<file path="config.mk">
export PLATFORM = sky130hd
export DESIGN_NAME = spi_fsm
export DESIGN_NICKNAME = d
export VERILOG_FILES = /design/src/rtl/spi_pkg.sv /design/src/rtl/spi_bit_counter.sv /design/src/rtl/spi_fsm.sv
export SDC_FILE = /design/constraint.sdc
export NUM_CORES = 1
export LEC_CHECK = 0
export CAP_MARGIN = 20
export CORE_ASPECT_RATIO = 0.8
export CORE_MARGIN = 5
export CORE_UTILIZATION = 54
export CTS_CLUSTER_DIAMETER = 120
export DETAILED_ROUTE_END_ITERATION = 10
export HOLD_SLACK_MARGIN = 0.12
export PLACE_DENSITY_LB_ADDON = 0.25
export SLEW_MARGIN = 20
export SYNTH_ARGS = -nofsm -noshare
export SYNTH_HDL_FRONTEND = slang
export SYNTH_SLANG_ARGS = --single-unit
</file>
<file path="constraint.sdc">
create_clock -name clk -period 2.1 [get_ports clk]
set_input_delay 0.42 -clock clk [delete_from_list [all_inputs] [get_ports clk]]
set_output_delay 0.42 -clock clk [all_outputs]
set_load 0.03 [all_outputs]
</file>
<file path="src/rtl/spi_pkg.sv">
// spi_pkg: shared state encoding for the SPI slave control FSM
package spi_pkg;
    // Low five bits are the output flags {busy, addr_we, dm_we, sr_we, miso_en}; top two disambiguate
    typedef enum logic [6:0] {
        IDLE         = 7'b00_00000,
        GET_ADDR     = 7'b00_10000,
        LATCH_ADDR   = 7'b00_11000,
        READ_WAIT    = 7'b01_10000,
        READ_LOAD    = 7'b00_10010,
        READ_SHIFT   = 7'b00_10001,
        WRITE_SHIFT  = 7'b10_10000,
        WRITE_COMMIT = 7'b00_10100,
        DONE         = 7'b11_10000
    } state_t;
endpackage

</file>
<file path="src/rtl/spi_bit_counter.sv">
// spi_bit_counter: saturating bit counter with terminal-count flag on the FRAME_BITS-th pulse
module spi_bit_counter #(
    parameter int FRAME_BITS = 8
) (
    input  logic clk,
    input  logic rst_n,
    input  logic clr,
    input  logic inc,
    output logic tc
);
    localparam int CW = $clog2(FRAME_BITS + 1);
    logic [CW-1:0] count;
    always_ff @(posedge clk or negedge rst_n)
        if (!rst_n) count <= '0;
        else if (clr) count <= '0;
        else if (inc && count != CW'(FRAME_BITS)) count <= count + 1'b1;
    assign tc = inc && count == CW'(FRAME_BITS - 1);
endmodule

</file>
<file path="src/rtl/spi_fsm.sv">
// spi_fsm: SPI slave transaction controller (address byte, then read or write data byte)
module spi_fsm
    import spi_pkg::*;
#(
    parameter int FRAME_BITS = 8
) (
    input  logic clk,
    input  logic rst_n,
    input  logic sclk_posedge,
    input  logic sclk_negedge,
    input  logic cs_n,
    input  logic rw_bit,
    output logic addr_we,
    output logic dm_we,
    output logic sr_we,
    output logic miso_en,
    output logic busy
);
    state_t state, state_next;
    logic inc, clr, tc;
    assign inc = (state == GET_ADDR || state == WRITE_SHIFT) ? sclk_posedge
               : (state == READ_SHIFT) && sclk_negedge;
    assign clr = state_next != state;
    spi_bit_counter #(.FRAME_BITS(FRAME_BITS)) u_cnt (
        .clk(clk), .rst_n(rst_n), .clr(clr), .inc(inc), .tc(tc)
    );
    always_ff @(posedge clk or negedge rst_n)
        if (!rst_n) state <= IDLE;
        else state <= state_next;
    always_comb begin
        state_next = state;
        if (state != IDLE && cs_n) state_next = IDLE;
        else
            case (state)
                IDLE:         state_next = cs_n ? IDLE : GET_ADDR;
                GET_ADDR:     state_next = tc ? LATCH_ADDR : GET_ADDR;
                LATCH_ADDR:   state_next = rw_bit ? READ_WAIT : WRITE_SHIFT;
                READ_WAIT:    state_next = READ_LOAD;
                READ_LOAD:    state_next = READ_SHIFT;
                READ_SHIFT:   state_next = tc ? DONE : READ_SHIFT;
                WRITE_SHIFT:  state_next = tc ? WRITE_COMMIT : WRITE_SHIFT;
                WRITE_COMMIT: state_next = DONE;
                default:      state_next = state;
            endcase
    end
    // Outputs are flop bits of the state encoding, so they cannot glitch
    always_comb {busy, addr_we, dm_we, sr_we, miso_en} = state[4:0];
endmodule

</file>
==> parameters.txt <==
Parameter                              Value

Timing
  Clock period minus worst slack ... 1.96 ns
  Total setup violations reported at the end of the flow ... 0
  Slew at the pin closest to its max-slew limit ... 0.489 ns
  Number of pins with negative max-slew slack in the final report ... 0
  Layout Skew ... 0.00560 ns
  Slew margin rel. ... 0.673
  Fmax achieved ... 0.509 GHz
  Worst setup margin ... 0.137 ns
  Number of endpoints with negative hold slack in the final report ... 0
  WHS ... 0.481 ns
  Fin crit share ... 0.935
  Sum Neg Setup Slack ... 0 ns

Clock network
  CTS sink cnt ... 11
  Clock Path Buffers ... 2
  Cts hold-fix bufs ... 0
  Clock root buffer ... clkbuf_4
  Source-to-sink clock delay at the later pin of the worst-skew pair ... 0.27 ns
  Total CTS buffers ... 3
  CTS tree ... done
  H-Tree Level Count ... 1
  Clk pin slew, worst setup/hold paths ... 0.07 ns

Place
  Number of placed instances with taps included ... 137
  Port bufs ... 10
  Setup WS pre-CTS ... 0.0892 ns
  Routability congestion estimate from global placement ... 0.903
  Placed standard-cell area ... 0.00107 sq mm
  Final HPWL from detailed placement ... 1660 um

Global route
  First-pass GRT wire length ... 3660 um
  Tot GR Track Use ... 0.177
  Largest net degree at the start of global routing ... 15
  Total global routing overflow ... 0
  Antenna violations before repair ... 0
  Via count of the first global-routing pass ... 825

Routing
  Routed wire per std cell ... 15.6 um
  Mean number of vias per cell ... 6.09
  Count of TritonRoute iterations in the first routing pass ... 4
  Detail Route Antenna Nets ... 0
  Violation count after the first detailed-routing iteration ... 49
  Vias ... 865
  Final wirelength ... 2210 um
  DRC violations left ... 0

Critical path
  Depth of the worst register-to-register path ... 7
  Slack of the worst reg-to-reg path ... 0.14 ns
  RR Endpoint ... u_cnt.count[3]$_DFFE_PN0P_
  WP data required ... 2.25 ns
  Largest fanout on the critical path ... 5
  Launching instance or port of the critical path ... state[1]$_DFF_PN0_
  Beginning of the worst register-to-register path ... state[1]$_DFF_PN0_
  Worst setup EP type ... flop
  Crit start category ... flop
  Critical Setup Path Class ... flop to flop
  Endpoint arrival time on the critical path ... 2.11 ns

Power and ir drop
  Net switching power of the design ... 0.407 mW
  Clock network power share ... 0.142
  Sw frac ... 0.417
  Ratio of total power to cell area ... 863 mW/mm^2
  Share of total power in combinational logic ... 0.553
  Post-layout total power ... 0.976 mW
  Leak pwr ... 0.458 nW
  Flop pwr share ... 0.305
  Design internal power ... 0.570 mW
  Worst vdd rail ir drop ... 0.484 mV

Logic synthesis
  Post-Syn Instances ... 105
  Syn avg cell area ... 9.08 sq um
  #FFs+latches synth ... 11
  Main synth FF type ... dfrtp_1
  Fraction of post-synthesis cell area in the top cell type by area ... 0.289
  Post-Synthesis Net Count ... 113
  Yosys Warn Count ... 0
  Netlist area before placement ... 953 sq um
  Asr flop ratio synth ... 1.00
  Most area-consuming cells after synthesis ... dfrtp_1, nand2_1, a21oi_1
  Share of the yosys chip area belonging to registers ... 0.289
  Count of different cell masters after synthesis ... 46
  Cell type contributing the most total cell area after synthesis ... dfrtp_1
  Number of enable-type register cells in the synthesized netlist ... 0

Floorplan
  Die span in x ... 57.0 um
  Effective utilization at floorplan ... 0.575
  Site Rows ... 13
  Core area ... 0.00166 sq mm
  Floorplan die area ... 0.00271 sq mm
  Floorplan die height ... 47.6 um
  # IOs ... 11

Finish
  Net count of the finished layout ... 129
  Filler cells ... 136
  Layout cells sized above 1 ... 0.250
  Area of all placed cells without fillers ... 0.00113 sq mm
  Layout-stage area growth over the synthesis result ... 18.6%
  Utilization after layout ... 0.682
  Diode count ... 0
  Count of placed standard cells in the final layout, fillers left out ... 142

Worst hold path
  Kind of path behind the tightest hold check ... input pin to asynchronous set/reset pin

Run
  Number of max-cap violations ... 0

Status
  Result of the run ... completed
logic make-up after synthesis:
logic type,after synthesis,share of synthesized area
xor gates and xnor gates,4,0.0368
adders and majority gates,2,0.0262
and+or+nand+nor,44,0.283
DFF,11,0.289
buffers and inverters,10,0.0813
muxes,2,0.0210
AOI/OAI and AO/OA,32,0.262
power by group through the flow:
stage	combinational, mW	sequential [mW]	clock [mW]
global placement	0.499	0.289	0
global route	0.587	0.302	0.156
finish	0.540	0.298	0.139
detailed placement	0.509	0.292	0
floorplan	0.377	0.283	0
CTS	0.510	0.288	0.142
worst max-delay path, cell delays in order (launching register included):
cell	delay [ns]
dfrtp_1	0.42
buf_6	0.15
nor3_4	0.17
nand2b_1	0.12
a2111oi_4	0.48
o21bai_1	0.14
a31oi_2	0.28
nor3_1	0.08
worst max path at each step:
stage                                             to  slack, ns  depth (start not counted)
after floorplan           u_cnt.count[0]$_DFFE_PN0P_       0.13                          7
after global placement    u_cnt.count[3]$_DFFE_PN0P_       0.12                          6
after detailed placement  u_cnt.count[3]$_DFFE_PN0P_       0.09                          6
after CTS                                    addr_we       0.01                          1
after global routing      u_cnt.count[3]$_DFFE_PN0P_      -0.03                          7
final                     u_cnt.count[3]$_DFFE_PN0P_       0.14                          7
cells in the mapped netlist, drive strengths merged, types with 3 or more instances:
cell type	count
o21ai	5
nand2	11
a21boi	4
and3b	3
a31o	3
dfrtp	11
xor2	3
nor2	6
inv	3
buf	5
nor3	8
nor3b	3
a21oi	8
nand3	4
layout by cell type (no fill, tap or decap), types with 2 or more instances in the layout:
cell type,synthesis,final
a21boi_0,2,2
a21boi_1,2,2
a21oi_1,8,8
a31o_2,3,3
and3b_1,2,2
buf_4,3,7
clkbuf_4,0,3
clkdlybuf4s50_1,0,10
dfrtp_1,11,7
dfrtp_2,0,4
ha_1,2,2
inv_1,3,3
mux2i_1,2,2
nand2_1,11,11
nand3_1,4,4
nand4_1,2,2
nor2_1,6,5
nor3_1,6,6
o21ai_0,4,4
xor2_1,3,3
layer usage:
metal,vias up,track usage,share of wire
met4,0,0.0417,0.0027
met1,395,0.210,0.46
li1,424,-,-
met2,43,0.312,0.46
met5,-,0,0
met3,3,0.0674,0.074
what timing repair did:
| item | 4_1_cts | 5_1_grt |
|---|---|---|
| setup buffers | 0 | 1 |
| resized for setup | 0 | 9 |
| setup endpoints to repair | 0 | 9 |
layout make-up:
cell class / instances / area (sq um) / share of cell area
clock buffer: 4 / 26.3 / 0.0232
inverter: 3 / 11.3 / 0.00996
multi-input combinational: 84 / 622 / 0.550
sequential: 11 / 280 / 0.248
tap: 22 / 27.5 / 0.0243
timing repair buffer: 18 / 164 / 0.145
sequential cells by signal (all words and copies together) (netlist names):
name	flops
state	7
u_cnt.count	4
Note: power is estimated with default switching activity, not from simulation.
